## config.mk

```make
export PLATFORM = sky130hd
export DESIGN_NAME = gates7_seq
export DESIGN_NICKNAME = d
export VERILOG_FILES = /design/src/rtl/gates7_pkg.sv /design/src/rtl/gates7_dataflow.sv /design/src/rtl/gates7_seq.sv
export SDC_FILE = /design/constraint.sdc
export NUM_CORES = 1
export LEC_CHECK = 0
export CAP_MARGIN = 20
export CORE_MARGIN = 3
export CORE_UTILIZATION = 31
export DETAILED_ROUTE_END_ITERATION = 12
export PLACE_DENSITY_LB_ADDON = 0.15
export REMOVE_ABC_BUFFERS = 1
export SYNTH_ARGS = -nofsm -noshare
export SYNTH_HDL_FRONTEND = slang
export SYNTH_SLANG_ARGS = --single-unit
export TNS_END_PERCENT = 10
```

## constraint.sdc

```tcl
create_clock -name clk -period 1.3 [get_ports clk]
set_input_delay 0.26 -clock clk [delete_from_list [all_inputs] [get_ports clk]]
set_output_delay 0.26 -clock clk [all_outputs]
set_load 0.01 [all_outputs]
```

## src/rtl/gates7_pkg.sv

```systemverilog
// Shared op codes and FSM encodings for the bit-serial gate sequencer.
package gates7_pkg;

  localparam logic [2:0] OP_AND  = 3'd0;
  localparam logic [2:0] OP_OR   = 3'd1;
  localparam logic [2:0] OP_NOTA = 3'd2;
  localparam logic [2:0] OP_NAND = 3'd3;
  localparam logic [2:0] OP_NOR  = 3'd4;
  localparam logic [2:0] OP_XOR  = 3'd5;
  localparam logic [2:0] OP_XNOR = 3'd6;
  localparam logic [2:0] OP_RSVD = 3'd7;

  typedef enum logic [1:0] {
    ST_IDLE = 2'd0,
    ST_RUN  = 2'd1,
    ST_DONE = 2'd2
  } state_e;

endpackage

```

## src/rtl/gates7_dataflow.sv

```systemverilog
// Single-bit logic unit: every gate function of (a, b), indexed by op code.
module gates7_dataflow (
  input  logic       a_i,
  input  logic       b_i,
  output logic [6:0] y_o
);
  assign y_o[0] = a_i & b_i;
  assign y_o[1] = a_i | b_i;
  assign y_o[2] = ~a_i;
  assign y_o[3] = ~(a_i & b_i);
  assign y_o[4] = ~(a_i | b_i);
  assign y_o[5] = a_i ^ b_i;
  assign y_o[6] = ~(a_i ^ b_i);
endmodule

```

## src/rtl/gates7_seq.sv

```systemverilog
// Two-port round-robin arbiter feeding word operands LSB-first through one
// shared gate unit; the result word is returned over valid/ready.
module gates7_seq
  import gates7_pkg::*;
#(
  parameter int WIDTH = 8
) (
  input  logic             clk,
  input  logic             rst,
  input  logic             req0_valid,
  output logic             req0_ready,
  input  logic [2:0]       req0_op,
  input  logic [WIDTH-1:0] req0_a,
  input  logic [WIDTH-1:0] req0_b,
  input  logic             req1_valid,
  output logic             req1_ready,
  input  logic [2:0]       req1_op,
  input  logic [WIDTH-1:0] req1_a,
  input  logic [WIDTH-1:0] req1_b,
  output logic             res_valid,
  input  logic             res_ready,
  output logic [WIDTH-1:0] res_data,
  output logic             res_id,
  output logic             busy
);
  localparam int CW = $clog2(WIDTH) + 1;

  state_e           state_q, state_d;
  logic [2:0]       op_q, op_d;
  logic [WIDTH-1:0] a_q, a_d, b_q, b_d, res_q, res_d;
  logic             id_q, id_d, last_q, last_d;
  logic [CW-1:0]    cnt_q, cnt_d;
  logic [6:0]       gate_y;
  logic             pick, gnt;

  gates7_dataflow u_df (
    .a_i (a_q[0]),
    .b_i (b_q[0]),
    .y_o (gate_y)
  );

  always_comb begin
    pick = 1'b0;
    case (op_q)
      OP_AND:  pick = gate_y[0];
      OP_OR:   pick = gate_y[1];
      OP_NOTA: pick = gate_y[2];
      OP_NAND: pick = gate_y[3];
      OP_NOR:  pick = gate_y[4];
      OP_XOR:  pick = gate_y[5];
      OP_XNOR: pick = gate_y[6];
      default: pick = 1'b0;
    endcase
  end

  // On a tie the requester that did not win last time is granted.
  assign gnt = (req0_valid && req1_valid) ? ~last_q : req1_valid;

  always_comb begin
    state_d    = state_q;
    op_d       = op_q;
    a_d        = a_q;
    b_d        = b_q;
    res_d      = res_q;
    id_d       = id_q;
    last_d     = last_q;
    cnt_d      = cnt_q;
    req0_ready = 1'b0;
    req1_ready = 1'b0;
    case (state_q)
      ST_IDLE: begin
        req0_ready = req0_valid && !gnt && !rst;
        req1_ready = req1_valid &&  gnt && !rst;
        if (req0_ready || req1_ready) begin
          op_d    = gnt ? req1_op : req0_op;
          a_d     = gnt ? req1_a  : req0_a;
          b_d     = gnt ? req1_b  : req0_b;
          id_d    = gnt;
          last_d  = gnt;
          cnt_d   = '0;
          state_d = ST_RUN;
        end
      end
      ST_RUN: begin
        res_d = {pick, res_q[WIDTH-1:1]};
        a_d   = a_q >> 1;
        b_d   = b_q >> 1;
        cnt_d = cnt_q + CW'(1);
        if (cnt_q == CW'(WIDTH - 1)) state_d = ST_DONE;
      end
      ST_DONE: begin
        if (res_ready) state_d = ST_IDLE;
      end
      default: state_d = ST_IDLE;
    endcase
  end

  always_ff @(posedge clk) begin
    if (rst) begin
      state_q <= ST_IDLE;
      op_q    <= '0;
      a_q     <= '0;
      b_q     <= '0;
      res_q   <= '0;
      id_q    <= 1'b0;
      last_q  <= 1'b1;
      cnt_q   <= '0;
    end else begin
      state_q <= state_d;
      op_q    <= op_d;
      a_q     <= a_d;
      b_q     <= b_d;
      res_q   <= res_d;
      id_q    <= id_d;
      last_q  <= last_d;
      cnt_q   <= cnt_d;
    end
  end

  assign res_valid = (state_q == ST_DONE);
  assign busy      = (state_q != ST_IDLE);
  assign res_data  = res_q;
  assign res_id    = id_q;

endmodule

```

==> reports/metrics.cfg <==
[sta]
slew_headroom_pct=82.07
max_slew.worst_pin.slew_ps=268.2
fmax_mhz=665.0
hold_viol_final=0
post-route-period-util_pct=115.7
drv_slew=0
skew_ps=4.996
min_period_ps=1504
rsz0062_at_grt=yes
setup_tns_ps=-4048
setup_violations=27
setup_ws_ps=-203.8

[yosys]
async_flop_share_pct=0
synth_area_leaders=dfxtp_1 (40%), mux2_2 (9.0%), a21oi_1 (8.3%), a22oi_1 (6.4%), nand3_1 (4.6%)
yosysSeqAreaShare_pct=40.03
yosys.area.top_type_share_pct=40.03
yosysTopAreaCell=dfxtp_1
ys_seq_elements=35
syn-mean-instance-area_um2=8.796
syn-cell-area_mm2=0.001750
yosysWarnings=0
synth_edf_count=0
synth_cell_types=33
synthCells=199
synthFlopType=dfxtp_1

[cts]
clk_pin_slew_worst_paths_ps=70
cts_tree=built
clockBufferDepth=2
postCtsHoldBufs=0
htreeDepth=2
clockRootBuffer=clkbuf_8
cts.sinks=35
clk_latency_ps=290
cts_made_buffers=5

[grt]
grt_pass1_vias=1676
grt_max_degree=22
grt_pass1_wl_um=8004
antenna_found_initial=0
grt_use_total_pct=15.88
grt-ovfl-total=0

[final_layout]
antenna_cells=0
drive_gt1_share_pct=36.17
nets=328
syn_to_final_growth_pct=67.19
utilization_pct=55.53
finalNonFillerCells=352
fillers=532

[die]
die_h_um=81.15
core_mm2=0.005270
ios=56
die_w_um=81.15
initial_core_util_pct=33.21
rows=26
die-area_mm2=0.006585

[setup_path]
critPathSlowestCell=or3_4
max_stage_delay_ps=410
startpoint_type=flip-flop
crit_chain=buf_6, or3_4, nor2_8, buf_12, nor2_2, a211oi_2
cp_max_fo=8
critical_path_arrival_ps=1720
cpLargestDelayFamily=simple AND/OR/NAND/NOR gates
criticalPathCategory=flip-flop to flip-flop
end_kind=flip-flop
critPathRequiredTime_ps=1510
path_buf_inv=2

[run]
maxCapViolations=0

[power]
ir_drop_mv=0.3945
powerDensity_mw_per_mm2=940.1
leakagePower_uw=0.001164

[min_path]
hold_class=flip-flop to flip-flop

[run_status]
status=finished with violations
violations=negative setup slack

[route]
vias=1740
route.detailed.drc=0
initialDrtViolationCount=61
routed_via_density=4.943
firstDrtPassIters=4
drt_wl_total_um=4926
wl_per_cell_um=13.99
drtAntennaViolNets=0

[place]
finalWeightedCongestion=0.6936
dp_hpwl_um=2949
placed_cells=331
io_buffers=55

[final timing paths]
path,start,end,slack (ps),cells after the start
worst max-delay path,state_q[0]$_SDFFE_PP0P_,op_q[2]$_SDFFE_PP0P_,-200,6
worst min-delay path,res_data[0]$_SDFFE_PP0N_,res_data[0]$_SDFFE_PP0N_,450,2
worst max register to register,state_q[0]$_SDFFE_PP0P_,op_q[2]$_SDFFE_PP0P_,-200,6
worst min register to register,res_data[0]$_SDFFE_PP0N_,res_data[0]$_SDFFE_PP0N_,450,2
[routing by layer]
metal  GRT usage, %  up-vias  part of all wire (%)
li1               -      878                     -
met1          19.92      816                    47
met2          26.44       40                    47
met3          4.213        6                   5.5
met4          5.068        0                   1.3
met5              0        -                     0
[registers in the layout, summed over array words and instances, names as in the netlist]
register  cells
state_q       2
a_q           8
cnt_q         4
op_q          3
last_q        1
b_q           8
res_data      8
res_id        1
[where the power goes]
| group | leakage (uW) | switching [uW] | internal (uW) |
|---|---|---|---|
| Combinational | 0.000829 | 318 | 446 |
| Clock | 0.0000470 | 386 | 416 |
| Sequential | 0.000287 | 47.3 | 1140 |
| Total | 0.00116 | 752 | 2000 |
[synth_stat cells (5+ instances only)]
| library cell | number |
|---|---|
| a22oi_1 | 15 |
| dfxtp_1 | 35 |
| nand2_1 | 20 |
| clkbuf_1 | 6 |
| nand3_1 | 16 |
| a211oi_1 | 5 |
| nor2_1 | 11 |
| mux2_2 | 14 |
| mux2i_1 | 5 |
| a21oi_1 | 29 |
[tightest hold or removal path: stages (launching register included)]
cell     delay [ps]
dfxtp_1         310
nand2_1          50
a21oi_1          50
[per-stage QoR]
step                hold WS [ps]  area (um^2)  total power, uW  setup WS [ps]
floorplan                  329.1         1659             1458         -470.6
global placement           450.1         2502             1781         -625.2
detailed placement         451.2         2502             1785         -692.5
CTS                        458.9         2884             2760         -202.7
global route               484.4         2927             2903         -252.8
finish                     453.4         2927             2751         -203.8
[kinds of logic (layout without fill, tap and decap cells)]
group / count (synthesis) / after routing / share of synthesized area, %
simple gates: 65 / 65 / 18.80
compound gates: 57 / 57 / 20.01
flops: 35 / 35 / 40.03
mux: 21 / 21 / 13.15
buf+inv: 18 / 101 / 5.861
fa+ha+maj: 3 / 3 / 2.145
[area by class of cell]
class                      count  area [um^2]  area share [%]
timing repair buffer          91        885.9           30.27
clock inverter                 1        5.005          0.1710
tap                           70        87.58           2.993
sequential                    35        706.9           24.16
clock buffer                   6        82.58           2.822
multi-input combinational    146         1147           39.20
inverter                       3        11.26          0.3848
[cells in the final DEF, fill, tap and decap left out, types with 6 or more instances in the layout]
cell type	n
clkdlybuf4s50_1	39
dfxtp_1	30
a21oi_1	25
buf_4	24
nand2_1	20
nand3_1	16
mux2_4	13
a22oi_2	12
dlygate4sd2_1	12
buf_6	10
nor2_1	8
clkbuf_8	6
[timing repair]
item                                    in CTS  in global routing
setup buffers                                9                  4
pin swaps                                   30                 18
resized for setup                           75                 19
endpoints found under the setup margin      38                 36
cloned                                       3                  0
Power figures use the tool's default switching activity.
